File: src/rtl/div_unit_pkg.sv
// Shared definitions for the iterative divider: state encoding, default width and
// the DIV/DIVU funct codes the main decoder already uses.
package div_unit_pkg;

    localparam int unsigned DIV_WIDTH = 32;

    localparam logic [5:0] FUNCT_DIV  = 6'b011010;
    localparam logic [5:0] FUNCT_DIVU = 6'b011011;

    typedef enum logic [1:0] {
        DIV_IDLE = 2'b00,
        DIV_BUSY = 2'b01,
        DIV_DONE = 2'b10
    } div_state_e;

endpackage

File: src/rtl/div_step.sv
// One combinational restoring-division iteration: shift {rem,quo} left, trial
// subtract the divisor and keep the difference when it does not go negative.
module div_step #(
    parameter int unsigned WIDTH = 32
) (
    input  logic [WIDTH-1:0] i_rem,
    input  logic [WIDTH-1:0] i_quo,
    input  logic [WIDTH-1:0] i_divisor,
    output logic [WIDTH-1:0] o_rem,
    output logic [WIDTH-1:0] o_quo
);

    logic [WIDTH:0] w_shift;
    logic [WIDTH:0] w_trial;

    // rem < divisor on entry, so WIDTH+1 bits hold the shifted value and the trial sign
    assign w_shift = {i_rem, i_quo[WIDTH-1]};
    assign w_trial = w_shift - {1'b0, i_divisor};

    assign o_rem = w_trial[WIDTH] ? w_shift[WIDTH-1:0] : w_trial[WIDTH-1:0];
    assign o_quo = {i_quo[WIDTH-2:0], ~w_trial[WIDTH]};

endmodule

File: src/rtl/div_unit.sv
// Iterative radix-2 restoring divider for DIV/DIVU with start/done handshake and annul.
// Define DIV_ZERO_FAST_EN to finish a divide-by-zero in one cycle instead of WIDTH+1.
module div_unit
    import div_unit_pkg::*;
#(
    parameter int unsigned WIDTH = DIV_WIDTH,
    parameter int unsigned CNT_W = 6
) (
    input  logic             clk,
    input  logic             resetn,
    input  logic             start,
    input  logic             signed_div,
    input  logic [WIDTH-1:0] opa,
    input  logic [WIDTH-1:0] opb,
    input  logic             annul,
    output logic             busy,
    output logic             done,
    output logic [WIDTH-1:0] result_lo,
    output logic [WIDTH-1:0] result_hi
);

    localparam logic [CNT_W-1:0] LastStep = CNT_W'(WIDTH - 1);

    div_state_e       r_state;
    div_state_e       w_state_d;
    logic [CNT_W-1:0] r_cnt;
    logic [WIDTH-1:0] r_rem;
    logic [WIDTH-1:0] r_quo;
    logic [WIDTH-1:0] r_divisor;
    logic [WIDTH-1:0] r_opa;
    logic [WIDTH-1:0] r_lo;
    logic [WIDTH-1:0] r_hi;
    logic             r_qsign;
    logic             r_rsign;
    logic             r_dz;

    logic             w_neg_a;
    logic             w_neg_b;
    logic [WIDTH-1:0] w_abs_a;
    logic [WIDTH-1:0] w_abs_b;
    logic             w_opb_zero;
    logic [WIDTH-1:0] w_rem_nxt;
    logic [WIDTH-1:0] w_quo_nxt;
    logic [WIDTH-1:0] w_final_lo;
    logic [WIDTH-1:0] w_final_hi;
    logic             w_load;
    logic             w_step;
    logic             w_commit;

    assign w_neg_a    = signed_div & opa[WIDTH-1];
    assign w_neg_b    = signed_div & opb[WIDTH-1];
    assign w_abs_a    = w_neg_a ? -opa : opa;
    assign w_abs_b    = w_neg_b ? -opb : opb;
    assign w_opb_zero = (opb == '0);

    div_step #(
        .WIDTH(WIDTH)
    ) u_step (
        .i_rem    (r_rem),
        .i_quo    (r_quo),
        .i_divisor(r_divisor),
        .o_rem    (w_rem_nxt),
        .o_quo    (w_quo_nxt)
    );

    // r_quo/r_rem hold the final magnitudes in DONE, so results are formed from them directly
    assign w_final_lo = r_dz ? '1    : (r_qsign ? -r_quo : r_quo);
    assign w_final_hi = r_dz ? r_opa : (r_rsign ? -r_rem : r_rem);

    always_ff @(posedge clk or negedge resetn) begin
        if (!resetn) begin
            r_state <= DIV_IDLE;
        end else begin
            r_state <= w_state_d;
        end
    end

    always_comb begin
        w_state_d = r_state;
        w_load    = 1'b0;
        w_step    = 1'b0;
        w_commit  = 1'b0;
        case (r_state)
            DIV_IDLE: begin
                if (start && !annul) begin
                    w_load = 1'b1;
`ifdef DIV_ZERO_FAST_EN
                    w_state_d = w_opb_zero ? DIV_DONE : DIV_BUSY;
`else
                    w_state_d = DIV_BUSY;
`endif
                end
            end
            DIV_BUSY: begin
                if (annul) begin
                    w_state_d = DIV_IDLE;
                end else begin
                    w_step = 1'b1;
                    if (r_cnt == LastStep) begin
                        w_state_d = DIV_DONE;
                    end
                end
            end
            DIV_DONE: begin
                w_state_d = DIV_IDLE;
                w_commit  = !annul;
            end
            default: w_state_d = DIV_IDLE;
        endcase
    end

    always_ff @(posedge clk or negedge resetn) begin
        if (!resetn) begin
            r_cnt     <= '0;
            r_rem     <= '0;
            r_quo     <= '0;
            r_divisor <= '0;
            r_opa     <= '0;
            r_qsign   <= 1'b0;
            r_rsign   <= 1'b0;
            r_dz      <= 1'b0;
            r_lo      <= '0;
            r_hi      <= '0;
        end else begin
            if (w_load) begin
                r_cnt     <= '0;
                r_rem     <= '0;
                r_quo     <= w_abs_a;
                r_divisor <= w_abs_b;
                r_opa     <= opa;
                r_qsign   <= w_neg_a ^ w_neg_b;
                r_rsign   <= w_neg_a;
                r_dz      <= w_opb_zero;
            end else if (w_step) begin
                r_rem <= w_rem_nxt;
                r_quo <= w_quo_nxt;
                r_cnt <= r_cnt + CNT_W'(1);
            end
            if (w_commit) begin
                r_lo <= w_final_lo;
                r_hi <= w_final_hi;
            end
        end
    end

    assign busy = (r_state != DIV_IDLE);
    assign done = (r_state == DIV_DONE) && !annul;

    // New results are visible in the done cycle itself; an annul there keeps the old ones
    assign result_lo = done ? w_final_lo : r_lo;
    assign result_hi = done ? w_final_hi : r_hi;

endmodule
File: config.mk
export PLATFORM = sky130hd
export DESIGN_NAME = div_unit
export DESIGN_NICKNAME = d
export VERILOG_FILES = /design/src/rtl/div_unit_pkg.sv /design/src/rtl/div_step.sv /design/src/rtl/div_unit.sv
export SDC_FILE = /design/constraint.sdc
export NUM_CORES = 1
export LEC_CHECK = 0
export CAP_MARGIN = 15
export CELL_PAD_IN_SITES_DETAIL_PLACEMENT = 1
export CELL_PAD_IN_SITES_GLOBAL_PLACEMENT = 2
export CORE_MARGIN = 1.5
export CORE_UTILIZATION = 25
export CTS_BUF_LIST = sky130_fd_sc_hd__clkbuf_16
export CTS_CLUSTER_DIAMETER = 30
export DETAILED_ROUTE_END_ITERATION = 7
export HOLD_SLACK_MARGIN = 0.15
export PLACE_DENSITY = 0.68
export SYNTH_ARGS = -nofsm -noshare
export SYNTH_HDL_FRONTEND = slang
export SYNTH_SLANG_ARGS = --single-unit
File: constraint.sdc
create_clock -name clk -period 5.06 [get_ports clk]
set_input_delay 1.012 -clock clk [delete_from_list [all_inputs] [get_ports clk]]
set_output_delay 1.012 -clock clk [all_outputs]
set_load 0.01 [all_outputs]
==> results.toml <==
[critical_path]
rr_startpoint = "r_quo[31]$_DFFE_PN0P_"
cp_max_fo = 5
r2r-end = "r_rem[30]$_DFFE_PN0P_"
cpPeakStageDelay_ns = 0.57
path_cells = "or4_4 > or4_4 > or4_4 > or2_4 > o31ai_2 > xor2_1 > nor2_1 > a21oi_1 > o21ai_1 > dlygate4sd2_1"
cp.arrival_ns = 3.85
crit_type = "register to output port"
cp_common_cell = "or4_4"
start_kind = "register"
required_ns = 4.05
cp_num_buf_inv = 1
end_kind = "output port"
setup.worst_path.end = "result_hi[31]"
path_delay_family = "simple AND/OR/NAND/NOR gates"
reg2reg_slack_ns = 0.98
cp.depth = 10
startpoint = "r_rem[13]$_DFFE_PN0P_"
crit_slowest_cell = "or4_4"
worstRegToRegCells = 12

[floorplan]
rows = 82
start_util_pct = 25.22
die_h_um = 227.3
die_w_um = 227.3
coreArea_mm2 = 0.04986
ios = 135
dieArea_mm2 = 0.05166

[grt]
grt_pass1_vias = 12010
grt_use_total_pct = 16.37
antenna_found_initial = 3
grt_max_degree = 92
grt_pass1_wl_um = 66920
gr-total-overflow = 0

[drt]
vias = 11440
drc = 0
firstDrtPassIters = 4
drtIter0Drc = 508
wl_per_cell_um = 17.06
routed_wl_um = 41380
ant_nets = 0
vias_per_cell = 4.716

[cells_and_area]
layout-drive-gt1-share_pct = 9.646
nets = 1806
postLayoutCoreUtil_pct = 34.10
layout_common_cells = "nand2_1 (309), dfrtp_1 (199), nor2_1 (169), o21ai_0 (130), a21oi_1 (127)"
mostFrequentLayoutCell = "nand2_1"
syn_to_final_growth_pct = 35.20

[cts]
h-tree-depth = 2
cts-buffers-inserted = 61
cts_root_buffer = "clkbuf_16"
clk_latency_ns = 0.61
clk_path_buf_depth = 3
cts_tree = "built"
cts.sinks = 203
ctsHoldBuffers = 0
clk_pin_slew_ns = 0.04

[sta]
rsz0062_at_grt = "no"
slew_violations = 0
fmax_mhz = 205.6
setup_viol = 0
finalHoldViolations = 0
max_slew_margin_pct = 31.41
fin_crit_sh_pct = 96.14
layout_min_cycle_time_ns = 4.864
worstMarginPinSlew_ns = 1.029
finClkSkew_ns = 0.02279
whs_ns = 0.4701
fin_setup_tns_ns = 0

[flow_run]
cap_violations = 0

[synthesis]
yosysWarningCount = 0
syn_nets = 1667
syn_area_mm2 = 0.01258
synthArstFlopShare_pct = 100.0
synth_flop_cell = "dfrtp_1"
synth_edf_count = 0
ys_types = 63
yosysSeqAreaShare_pct = 40.39
syn_avg_cell_area_um2 = 8.061
ys_seq_elements = 203
syn_inst = 1560

[pwr]
leakagePower_nw = 7.463
peakVddDrop_mv = 0.2945
powerDensity_mw_per_mm2 = 613.9

[min_path]
holdCritPathClass = "register to register"

[status]
outcome = "finished, final reports clean"

[placement]
post-dp-hpwl_um = 30390
gp_congestion = 0.8060
port_buffers = 134
-- synth_stat cells, drive strengths merged, types with 19 or more instances --
cell type,number,area (µm²)
inv,53,198.9
nor2,170,638.1
a31oi,40,250.2
o21ai,145,725.7
nor3,19,100.1
dfrtp,203,5080
a21oi,129,653.1
ha,37,462.9
xor2,91,797.0
o31ai,24,180.2
nand2,310,1164
o41ai,19,185.2
xnor2,54,473.0
clkbuf,74,277.8
-- cell families after synthesis --
family	count (synthesis)	share of synthesized area, %
flip-flops	203	40.39
AO/OA/AOI/OAI	424	20.20
AND/OR/NAND/NOR	601	20.42
XOR/XNOR	145	10.10
adder cells (fa/ha/maj)	38	3.840
multiplexers	11	0.8756
buffers and inverters	138	4.179
-- worst min path at each step --
stage,startpoint,endpoint,slack (ns),cells after the start
floorplan,r_cnt[5]$_DFFE_PN0P_,r_state[1]$_DFFE_PN0P_,0.44,1
global placement,r_cnt[5]$_DFFE_PN0P_,r_state[1]$_DFFE_PN0P_,0.46,1
detailed placement,r_cnt[5]$_DFFE_PN0P_,r_state[1]$_DFFE_PN0P_,0.47,1
CTS,r_divisor[10]$_DFFE_PN0P_,r_divisor[10]$_DFFE_PN0P_,0.48,2
global route,r_opa[10]$_DFFE_PN0P_,r_opa[10]$_DFFE_PN0P_,0.51,2
finish,r_hi[25]$_DFFE_PN0P_,r_hi[25]$_DFFE_PN0P_,0.47,2
-- report_power, final --
| group | internal, mW | switching (mW) |
|---|---|---|
| Combinational | 1.59 | 2.30 |
| Clock | 2.95 | 1.15 |
| Sequential | 1.94 | 0.511 |
-- state kept, by name (all words and copies together), names as in the netlist --
name	flops
r_qsign	1
r_cnt	6
r_state	2
r_dz	1
r_rem	32
r_quo	32
r_rsign	1
r_hi	32
r_lo	32
r_opa	32
r_divisor	32
-- repair_timing --
action                     CTS  global route
gates resized for setup     26            25
setup endpoints to repair   17            18
setup buffers                0             4
pin swaps                    1             6
-- tightest hold or removal path: stages, from the launching register on --
cell and delay (ns):
dfrtp_1 0.31, nand2_1 0.05, o21ai_2 0.06
-- final cells by class --
cell class                 instances  area [µm²]
fill                            5860       32860
multi-input combinational       1219        7063
sequential                       203        5085
timing repair buffer             160        1589
clock buffer                      62        1551
tap                              672       840.8
clock inverter                    54       665.6
inverter                          54       202.7
antenna                            2       5.005
-- metrics by stage --
| stage | total power [mW] | setup slack (ns) | cell area, µm² | std cells |
|---|---|---|---|---|
| 2_1_floorplan | 5.122 | 1.067 | 12580 | 1560 |
| 5_1_grt | 11.21 | 0.0003086 | 17000 | 2424 |
| 3_5_place_dp | 6.313 | 0.3284 | 14690 | 2303 |
| 6_report | 10.44 | 0.1955 | 17000 | 2426 |
| 3_3_place_gp | 6.227 | 0.2875 | 14690 | 2303 |
| 4_1_cts | 10.53 | -0.005587 | 16930 | 2419 |
-- routing by layer --
layer,part of all wire (%),track usage [%],wire length (µm),up-vias
met1,48,22.14,19930,5462
li1,-,-,-,5718
met5,0.058,0,24,-
met2,45,26.16,18630,185
met3,4.3,3.085,1787,73
met4,2.4,5.490,1006,4
(Power assumes the default switching activity.)
